`src/rtl/muldiv_pkg.sv`:
```
// Shared definitions for the RV32M multiply/divide sequencer: width, funct3 codes,
// ALU control encodings, FSM state encoding and operand-sign helpers.
package muldiv_pkg;

    localparam int XLEN  = 32;
    localparam int CNT_W = $clog2(XLEN) + 1;

    localparam logic [2:0] F3_MUL    = 3'b000;
    localparam logic [2:0] F3_MULH   = 3'b001;
    localparam logic [2:0] F3_MULHSU = 3'b010;
    localparam logic [2:0] F3_MULHU  = 3'b011;
    localparam logic [2:0] F3_DIV    = 3'b100;
    localparam logic [2:0] F3_DIVU   = 3'b101;
    localparam logic [2:0] F3_REM    = 3'b110;
    localparam logic [2:0] F3_REMU   = 3'b111;

    localparam logic [3:0] ALU_ADD = 4'b0000;
    localparam logic [3:0] ALU_SUB = 4'b1000;

    typedef enum logic [2:0] {
        ST_IDLE = 3'd0,
        ST_PREP = 3'd1,
        ST_ITER = 3'd2,
        ST_FIX  = 3'd3,
        ST_DONE = 3'd4
    } state_e;

    // MUL only needs the low word, so it is computed on raw operands.
    function automatic logic a_is_signed(input logic [2:0] f3);
        return (f3 == F3_MULH) || (f3 == F3_MULHSU) || (f3 == F3_DIV) || (f3 == F3_REM);
    endfunction

    function automatic logic b_is_signed(input logic [2:0] f3);
        return (f3 == F3_MULH) || (f3 == F3_DIV) || (f3 == F3_REM);
    endfunction

endpackage

```
`src/rtl/alu_muldiv_seq.sv`:
```
// Multi-cycle RV32M sequencer sharing the core ALU (ADD/SUB) for shift-add multiply and
// restoring divide. The divide datapath is present only when MULDIV_DIV_EN is defined.
module alu_muldiv_seq
    import muldiv_pkg::*;
(
    input  logic            clk,
    input  logic            rst_n,
    input  logic            req_valid,
    output logic            req_ready,
    input  logic [2:0]      req_funct3,
    input  logic [XLEN-1:0] req_a,
    input  logic [XLEN-1:0] req_b,
    output logic            resp_valid,
    input  logic            resp_ready,
    output logic [XLEN-1:0] resp_data,
    output logic            resp_err,
    output logic            busy,
    output logic [XLEN-1:0] alu_a,
    output logic [XLEN-1:0] alu_b,
    output logic [3:0]      alu_ctrl,
    input  logic [XLEN-1:0] alu_out,
    output logic [2:0]      dbg_state
);

    // Handshake: a request transfers on a rising edge where req_valid && req_ready;
    // a response transfers on a rising edge where resp_valid && resp_ready, and
    // resp_valid/resp_data/resp_err hold steady until then.

    state_e             state_q, state_d;
    logic [2:0]         f3_q;
    logic               sa_q, sb_q;
    logic [XLEN-1:0]    op_a_q, op_b_q;
    logic [XLEN-1:0]    hi_q, lo_q;
    logic [CNT_W-1:0]   cnt_q;
    logic               resp_valid_q, resp_err_q;
    logic [XLEN-1:0]    resp_data_q;

    logic               accept, last_iter, neg_a, special, special_err;
    logic               mul_carry, mulh_op, fix_neg;
    logic [XLEN-1:0]    b_mag, mul_sum, fix_raw, fix_result, special_data;

    assign accept     = req_valid && (state_q == ST_IDLE);
    assign last_iter  = (cnt_q == CNT_W'(XLEN - 1));
    assign req_ready  = (state_q == ST_IDLE);
    assign busy       = (state_q != ST_IDLE);
    assign resp_valid = resp_valid_q;
    assign resp_data  = resp_data_q;
    assign resp_err   = resp_err_q;
    assign dbg_state  = state_q;

`ifdef MULDIV_DIV_EN
    logic               div_by_zero, div_ovf, div_take;
    logic [XLEN-1:0]    rem_shift;

    assign div_by_zero  = (op_b_q == '0);
    assign div_ovf      = ((f3_q == F3_DIV) || (f3_q == F3_REM)) &&
                          (op_a_q == {1'b1, {(XLEN-1){1'b0}}}) && (op_b_q == '1);
    // A zero divisor leaves the dividend raw so REM/REMU can return it untouched.
    assign neg_a        = sa_q && !(f3_q[2] && div_by_zero);
    assign special      = f3_q[2] && (div_by_zero || div_ovf);
    assign special_data = div_by_zero ? (f3_q[1] ? op_a_q : '1)
                                      : (f3_q[1] ? '0 : op_a_q);
    assign special_err  = 1'b0;
    // Remainder lives in hi_q and the quotient/dividend in lo_q while dividing.
    assign rem_shift    = {hi_q[XLEN-2:0], lo_q[XLEN-1]};
    assign div_take     = hi_q[XLEN-1] || (rem_shift >= op_b_q);
`else
    assign neg_a        = sa_q;
    assign special      = f3_q[2];
    assign special_data = '0;
    assign special_err  = 1'b1;
`endif

    assign b_mag     = sb_q ? alu_out : op_b_q;
    assign mul_sum   = lo_q[0] ? alu_out : hi_q;
    assign mul_carry = lo_q[0] && (alu_out < hi_q);
    assign mulh_op   = !f3_q[2] && (f3_q[1:0] != 2'b00);
    assign fix_raw   = ((f3_q == F3_MUL) || (f3_q[2:1] == 2'b10)) ? lo_q : hi_q;
    assign fix_neg   = (f3_q[2] && f3_q[1]) ? sa_q : (sa_q ^ sb_q);
    assign fix_result = fix_neg ? alu_out : fix_raw;

    always_ff @(posedge clk or negedge rst_n) begin
        if (!rst_n) state_q <= ST_IDLE;
        else        state_q <= state_d;
    end

    always_comb begin
        state_d  = state_q;
        alu_a    = '0;
        alu_b    = '0;
        alu_ctrl = ALU_ADD;
        case (state_q)
            ST_IDLE: if (accept) state_d = ST_PREP;
            ST_PREP: begin
                if (!cnt_q[0]) begin
                    if (neg_a) begin
                        alu_b    = op_a_q;
                        alu_ctrl = ALU_SUB;
                    end
                end else begin
                    if (sb_q) begin
                        alu_b    = op_b_q;
                        alu_ctrl = ALU_SUB;
                    end
                    state_d = special ? ST_DONE : ST_ITER;
                end
            end
            ST_ITER: begin
`ifdef MULDIV_DIV_EN
                if (f3_q[2]) begin
                    alu_a    = rem_shift;
                    alu_b    = op_b_q;
                    alu_ctrl = ALU_SUB;
                end else
`endif
                if (lo_q[0]) begin
                    alu_a = hi_q;
                    alu_b = op_a_q;
                end
                if (last_iter) state_d = ST_FIX;
            end
            ST_FIX: begin
                // High-word negate: 0-hi when the low word is zero, else -1-hi (= ~hi).
                alu_a    = (mulh_op && (lo_q != '0)) ? '1 : '0;
                alu_b    = fix_raw;
                alu_ctrl = ALU_SUB;
                state_d  = ST_DONE;
            end
            ST_DONE: if (resp_ready) state_d = ST_IDLE;
            default: state_d = ST_IDLE;
        endcase
    end

    always_ff @(posedge clk or negedge rst_n) begin
        if (!rst_n) begin
            f3_q         <= '0;
            sa_q         <= 1'b0;
            sb_q         <= 1'b0;
            op_a_q       <= '0;
            op_b_q       <= '0;
            hi_q         <= '0;
            lo_q         <= '0;
            cnt_q        <= '0;
            resp_valid_q <= 1'b0;
            resp_err_q   <= 1'b0;
            resp_data_q  <= '0;
        end else begin
            case (state_q)
                ST_IDLE: begin
                    if (accept) begin
                        f3_q   <= req_funct3;
                        op_a_q <= req_a;
                        op_b_q <= req_b;
                        sa_q   <= req_a[XLEN-1] && a_is_signed(req_funct3);
                        sb_q   <= req_b[XLEN-1] && b_is_signed(req_funct3);
                        cnt_q  <= '0;
                    end
                end
                ST_PREP: begin
                    if (!cnt_q[0]) begin
                        if (neg_a) op_a_q <= alu_out;
                        cnt_q <= CNT_W'(1);
                    end else begin
                        cnt_q  <= '0;
                        op_b_q <= b_mag;
                        hi_q   <= '0;
                        lo_q   <= f3_q[2] ? op_a_q : b_mag;
                        if (special) begin
                            resp_valid_q <= 1'b1;
                            resp_data_q  <= special_data;
                            resp_err_q   <= special_err;
                        end
                    end
                end
                ST_ITER: begin
                    if (!last_iter) cnt_q <= cnt_q + CNT_W'(1);
`ifdef MULDIV_DIV_EN
                    if (f3_q[2]) begin
                        hi_q <= div_take ? alu_out : rem_shift;
                        lo_q <= {lo_q[XLEN-2:0], div_take};
                    end else
`endif
                    begin
                        hi_q <= {mul_carry, mul_sum[XLEN-1:1]};
                        lo_q <= {mul_sum[0], lo_q[XLEN-1:1]};
                    end
                end
                ST_FIX: begin
                    resp_valid_q <= 1'b1;
                    resp_data_q  <= fix_result;
                    resp_err_q   <= 1'b0;
                end
                ST_DONE: if (resp_ready) resp_valid_q <= 1'b0;
                default: ;
            endcase
        end
    end

endmodule
```
`config.mk`:
```
export PLATFORM = sky130hd
export DESIGN_NAME = alu_muldiv_seq
export DESIGN_NICKNAME = d
export VERILOG_FILES = /design/src/rtl/muldiv_pkg.sv /design/src/rtl/alu_muldiv_seq.sv
export SDC_FILE = /design/constraint.sdc
export NUM_CORES = 1
export LEC_CHECK = 0
export CORE_MARGIN = 5
export CORE_UTILIZATION = 40
export DETAILED_ROUTE_END_ITERATION = 7
export GPL_ROUTABILITY_DRIVEN = 1
export GPL_TIMING_DRIVEN = 1
export HOLD_SLACK_MARGIN = 0.05
export PLACE_DENSITY = 0.73
export SETUP_SLACK_MARGIN = 0.5
export SYNTH_ARGS = -nofsm -noshare
export SYNTH_HDL_FRONTEND = slang
export SYNTH_SLANG_ARGS = --single-unit
```
`constraint.sdc`:
```
create_clock -name clk -period 2.8 [get_ports clk]
set_clock_uncertainty 0.1 [all_clocks]
set_input_delay 0.56 -clock clk [delete_from_list [all_inputs] [get_ports clk]]
set_output_delay 0.56 -clock clk [all_outputs]
set_load 0.01 [all_outputs]
```
==> summary.md <==
| Metric | Value |
|---|---|
| Final-report hold violation count | 0 |
| Fraction of the mapped netlist area in compound gates | 21.54% |
| Die Area | 0.03003 sq mm |
| Clk Latency, worst-skew pair | 0.44 ns |
| Achievable frequency | 347.8 MHz |
| RSZ-0062 raised after global routing | true |
| Setup crit start kind | flop |
| Clock root buffer | clkbuf_16 |
| Switch Pwr | 8.699 mW |
| # fillers | 2109 |
| Power Density | 1214 mW/mm^2 |
| Antenna Nets Post-Route | 0 |
| Pwr Total | 19.03 mW |
| Global-route wire length before repair | 61890 um |
| Xor-xnor portion of the synthesized cell area | 0.5632% |
| P_leak | 6.841 nW |
| Final setup vio count | 49 |
| Ant diodes | 0 |
| Syn avg cell area | 8.770 sq um |
| Synthesized flop and latch total | 176 |
| Post-synthesis mux area share | 12.71% |
| Hold slack | 0.4039 ns |
| Drt initial violations | 1186 |
| Minimum clock period | 2.875 ns |
| Drt first pass iters | 6 |
| Hold path cells | 1 |
| CP Capture Type | output pin |
| # H-tree levels | 4 |
| Fin util | 60.00% |
| Mapped Area | 0.01066 sq mm |
| HP Class | reg2reg |
| Final wirelength | 42080 um |
| Io pins | 210 |
| Cell taking the most area after synthesis | dfrtp_1 |
| Reg2Reg Depth | 14 |
| Final setup TNS | -1.913 ns |
| Sink Count | 176 |
| WP data required | 2.14 ns |
| Warnings, synthesis | 0 |
| Sw Share | 45.70% |
| Failing checks | negative setup slack |
| Seq pwr share | 26.3% |
| Gpl congestion | 0.8819 |
| Longest Clk Path Bufs | 2 |
| Via count | 11064 |
| Total CTS buffers | 17 |
| CTS tree | yes |
| Post-route cell area | 0.01568 sq mm |
| Worst-path clk slew | 0.07 ns |
| Total GRT Usage | 25.73% |
| Initial Utilization | 40.81% |
| Register area share after synthesis | 41.30% |
| Largest net degree at the start of global routing | 94 |
| Clock power frac | 12.5% |
| Reg2reg setup slack | 0.29 ns |
| Worst r2r src | dbg_state[2]$_DFFE_PN0P_ |
| Area share of the largest cell type after synthesis | 41.30% |
| Crit Path Max Fanout | 7 |
| DR WL/cell | 22.84 um |
| Placed insts | 1747 |
| Crit Reg-Reg Endpoint | op_a_q[13]$_DFFE_PN0P_ |
| Library cells used by synthesis | 61 |
| Hold EP | resp_data[23]$_DFFE_PN0P_ |
| Area of the core | 0.02613 sq mm |
| Synth Area in Adders | 3.755% |
| Share of cells above drive strength 1 | 29.13% |
| Die height | 173.3 um |
| Most common cell after layout, fill and taps aside | dfrtp_1 |
| Die X | 173.3 um |
| Largest family of logic cells by synthesized area | compound AO/OA/AOI/OAI gates |
| Largest cells by area after synthesis | dfrtp_1 41%, mux2i_1 12%, nand2_1 7.3% |
| CP Launch Point | dbg_state[0]$_DFFE_PN0P_ |
| Post-Synth Simple-Gate Area | 13.90% |
| Syn Inst Count | 1216 |
| Post-place setup slack | -0.2226 ns |
| CP Class | reg2out |
| Area grow syn2layout | 47.04% |
| Dpl hpwl | 25730 um |
| Row count | 59 |
| Max-slew headroom | 46.02% |
| Final Slew Violations | 0 |
| Synth Flop Type | dfrtp_1 |
| Layout Nets | 1629 |
| Most frequent cells in the layout | 173 x dfrtp_1, 142 x nand2_1, 134 x clkdlybuf4s50_1, 124 x mux2i_1, 90 x nor2_1 |
| Period utilisation layout | 102.7% |
| Outcome | finished, violations left |
| Initial antenna violation count | 0 |
| Detail-routed via count per cell | 6.007 |
| Non-Filler Instances | 1842 |
| DP Area | 0.01345 sq mm |
| Port buffer count | 206 |
| Int Power | 10.34 mW |
| Hold path start | resp_data[23]$_DFFE_PN0P_ |
| Worst Path Arrival | 2.22 ns |
| Max Cap Viol | 0 |
| Post-route DRC | 0 |
| Number of global-route vias before repair | 10885 |
| Ys async rst share | 100.0% |
| Setup WS post-layout | -0.07513 ns |
| Peak VDD IR | 0.0007665 V |
| Post-synth EDFFs | 0 |
| Logic pwr share | 61.1% |
| Global route overflow | 0 |
| Slew @ Worst Pin | 0.8097 ns |
==> synth_stat cells (2+ instances only) <==
| cell type | number |
|---|---|
| a21oi_1 | 79 |
| nor2_1 | 112 |
| buf_2 | 42 |
| o22ai_1 | 62 |
| buf_4 | 14 |
| o21ai_1 | 13 |
| inv_1 | 39 |
| ha_1 | 32 |
| dfrtp_1 | 176 |
| xnor2_1 | 3 |
| nand2b_1 | 3 |
| nand3_1 | 4 |
| mux2i_1 | 132 |
| a211o_1 | 2 |
| and3_1 | 3 |
| or4_1 | 2 |
| buf_6 | 2 |
| nand3b_1 | 2 |
| a22oi_1 | 31 |
| xor2_1 | 2 |
| or3b_1 | 2 |
| a31oi_1 | 31 |
| o21ai_0 | 96 |
| nor3_1 | 2 |
| buf_8 | 2 |
| clkbuf_1 | 37 |
| nand4_1 | 7 |
| a21o_1 | 3 |
| a32oi_1 | 2 |
| a22o_1 | 33 |
| nand2_1 | 206 |
| mux2_2 | 3 |
| nor4_1 | 9 |
==> worst max-delay path by stage <==
| stage | cells after the start | slack, ns | end |
|---|---|---|---|
| 6_report | 8 | -0.08 | alu_b[15] |
| 5_1_grt | 7 | -0.16 | alu_a[0] |
| 4_1_cts | 8 | -0.06 | alu_a[27] |
| 3_5_place_dp | 7 | -0.22 | alu_a[0] |
| 3_3_place_gp | 7 | -0.21 | alu_a[0] |
| 2_1_floorplan | 7 | 0.52 | alu_b[10] |
==> layout make-up <==
class | instances | area, sq um | area share (%)
flip-flops and latches | 176 | 4408 | 28.11
clock inverters | 12 | 125.1 | 0.7980
inverters | 40 | 152.6 | 0.9735
multi-input cells | 905 | 6479 | 41.32
well taps | 335 | 419.2 | 2.673
clock buffers | 20 | 446.7 | 2.849
repair buffers | 354 | 3650 | 23.28
==> routing by layer <==
| metal | track usage (%) | up-vias | wire, um |
|---|---|---|---|
| li1 | - | 4912 | - |
| met1 | 35.03 | 5366 | 17080 |
| met2 | 41.05 | 665 | 19790 |
| met3 | 4.340 | 121 | 3627 |
| met4 | 10.21 | 0 | 1575 |
| met5 | 0 | - | 0 |
==> what timing repair did <==
item	CTS	global route
setup buffers	33	18
hold buffers	1	0
pin swaps	10	43
hold endpoints to repair	24	0
gates cloned	6	5
setup endpoints to repair	168	108
gates resized for setup	419	220
==> cell families after synthesis <==
group / Yosys count
xor+xnor: 6
simple gates: 360
fa+ha+maj: 32
flops: 176
mux: 135
compound gates: 368
other cells: 1
buf+inv: 138
==> power by group through the flow <==
stage	registers, mW	logic, mW	clock network (mW)
after floorplan	4.59	5.81	0
after global placement	4.72	9.00	0
after detailed placement	4.74	9.24	0
after CTS	4.82	10.1	2.39
after global routing	5.14	12.4	2.49
final	5.01	11.6	2.39
==> worst max-delay path, stage by stage, from the launching register on <==
cell,delay (ns)
dfrtp_1,0.40
buf_6,0.13
nor3b_4,0.15
buf_4,0.13
a21o_4,0.25
buf_6,0.14
buf_12,0.14
a221o_1,0.29
buf_2,0.14
==> flip-flops by register name, indices dropped and copies added, names as in the netlist <==
register / cells
hi_q: 32
op_a_q: 32
resp_valid: 1
resp_err: 1
lo_q: 32
dbg_state: 3
sb_q: 1
resp_data: 32
cnt_q: 6
f3_q: 3
op_b_q: 32
neg_a: 1
Power figures use the tool's default switching activity.
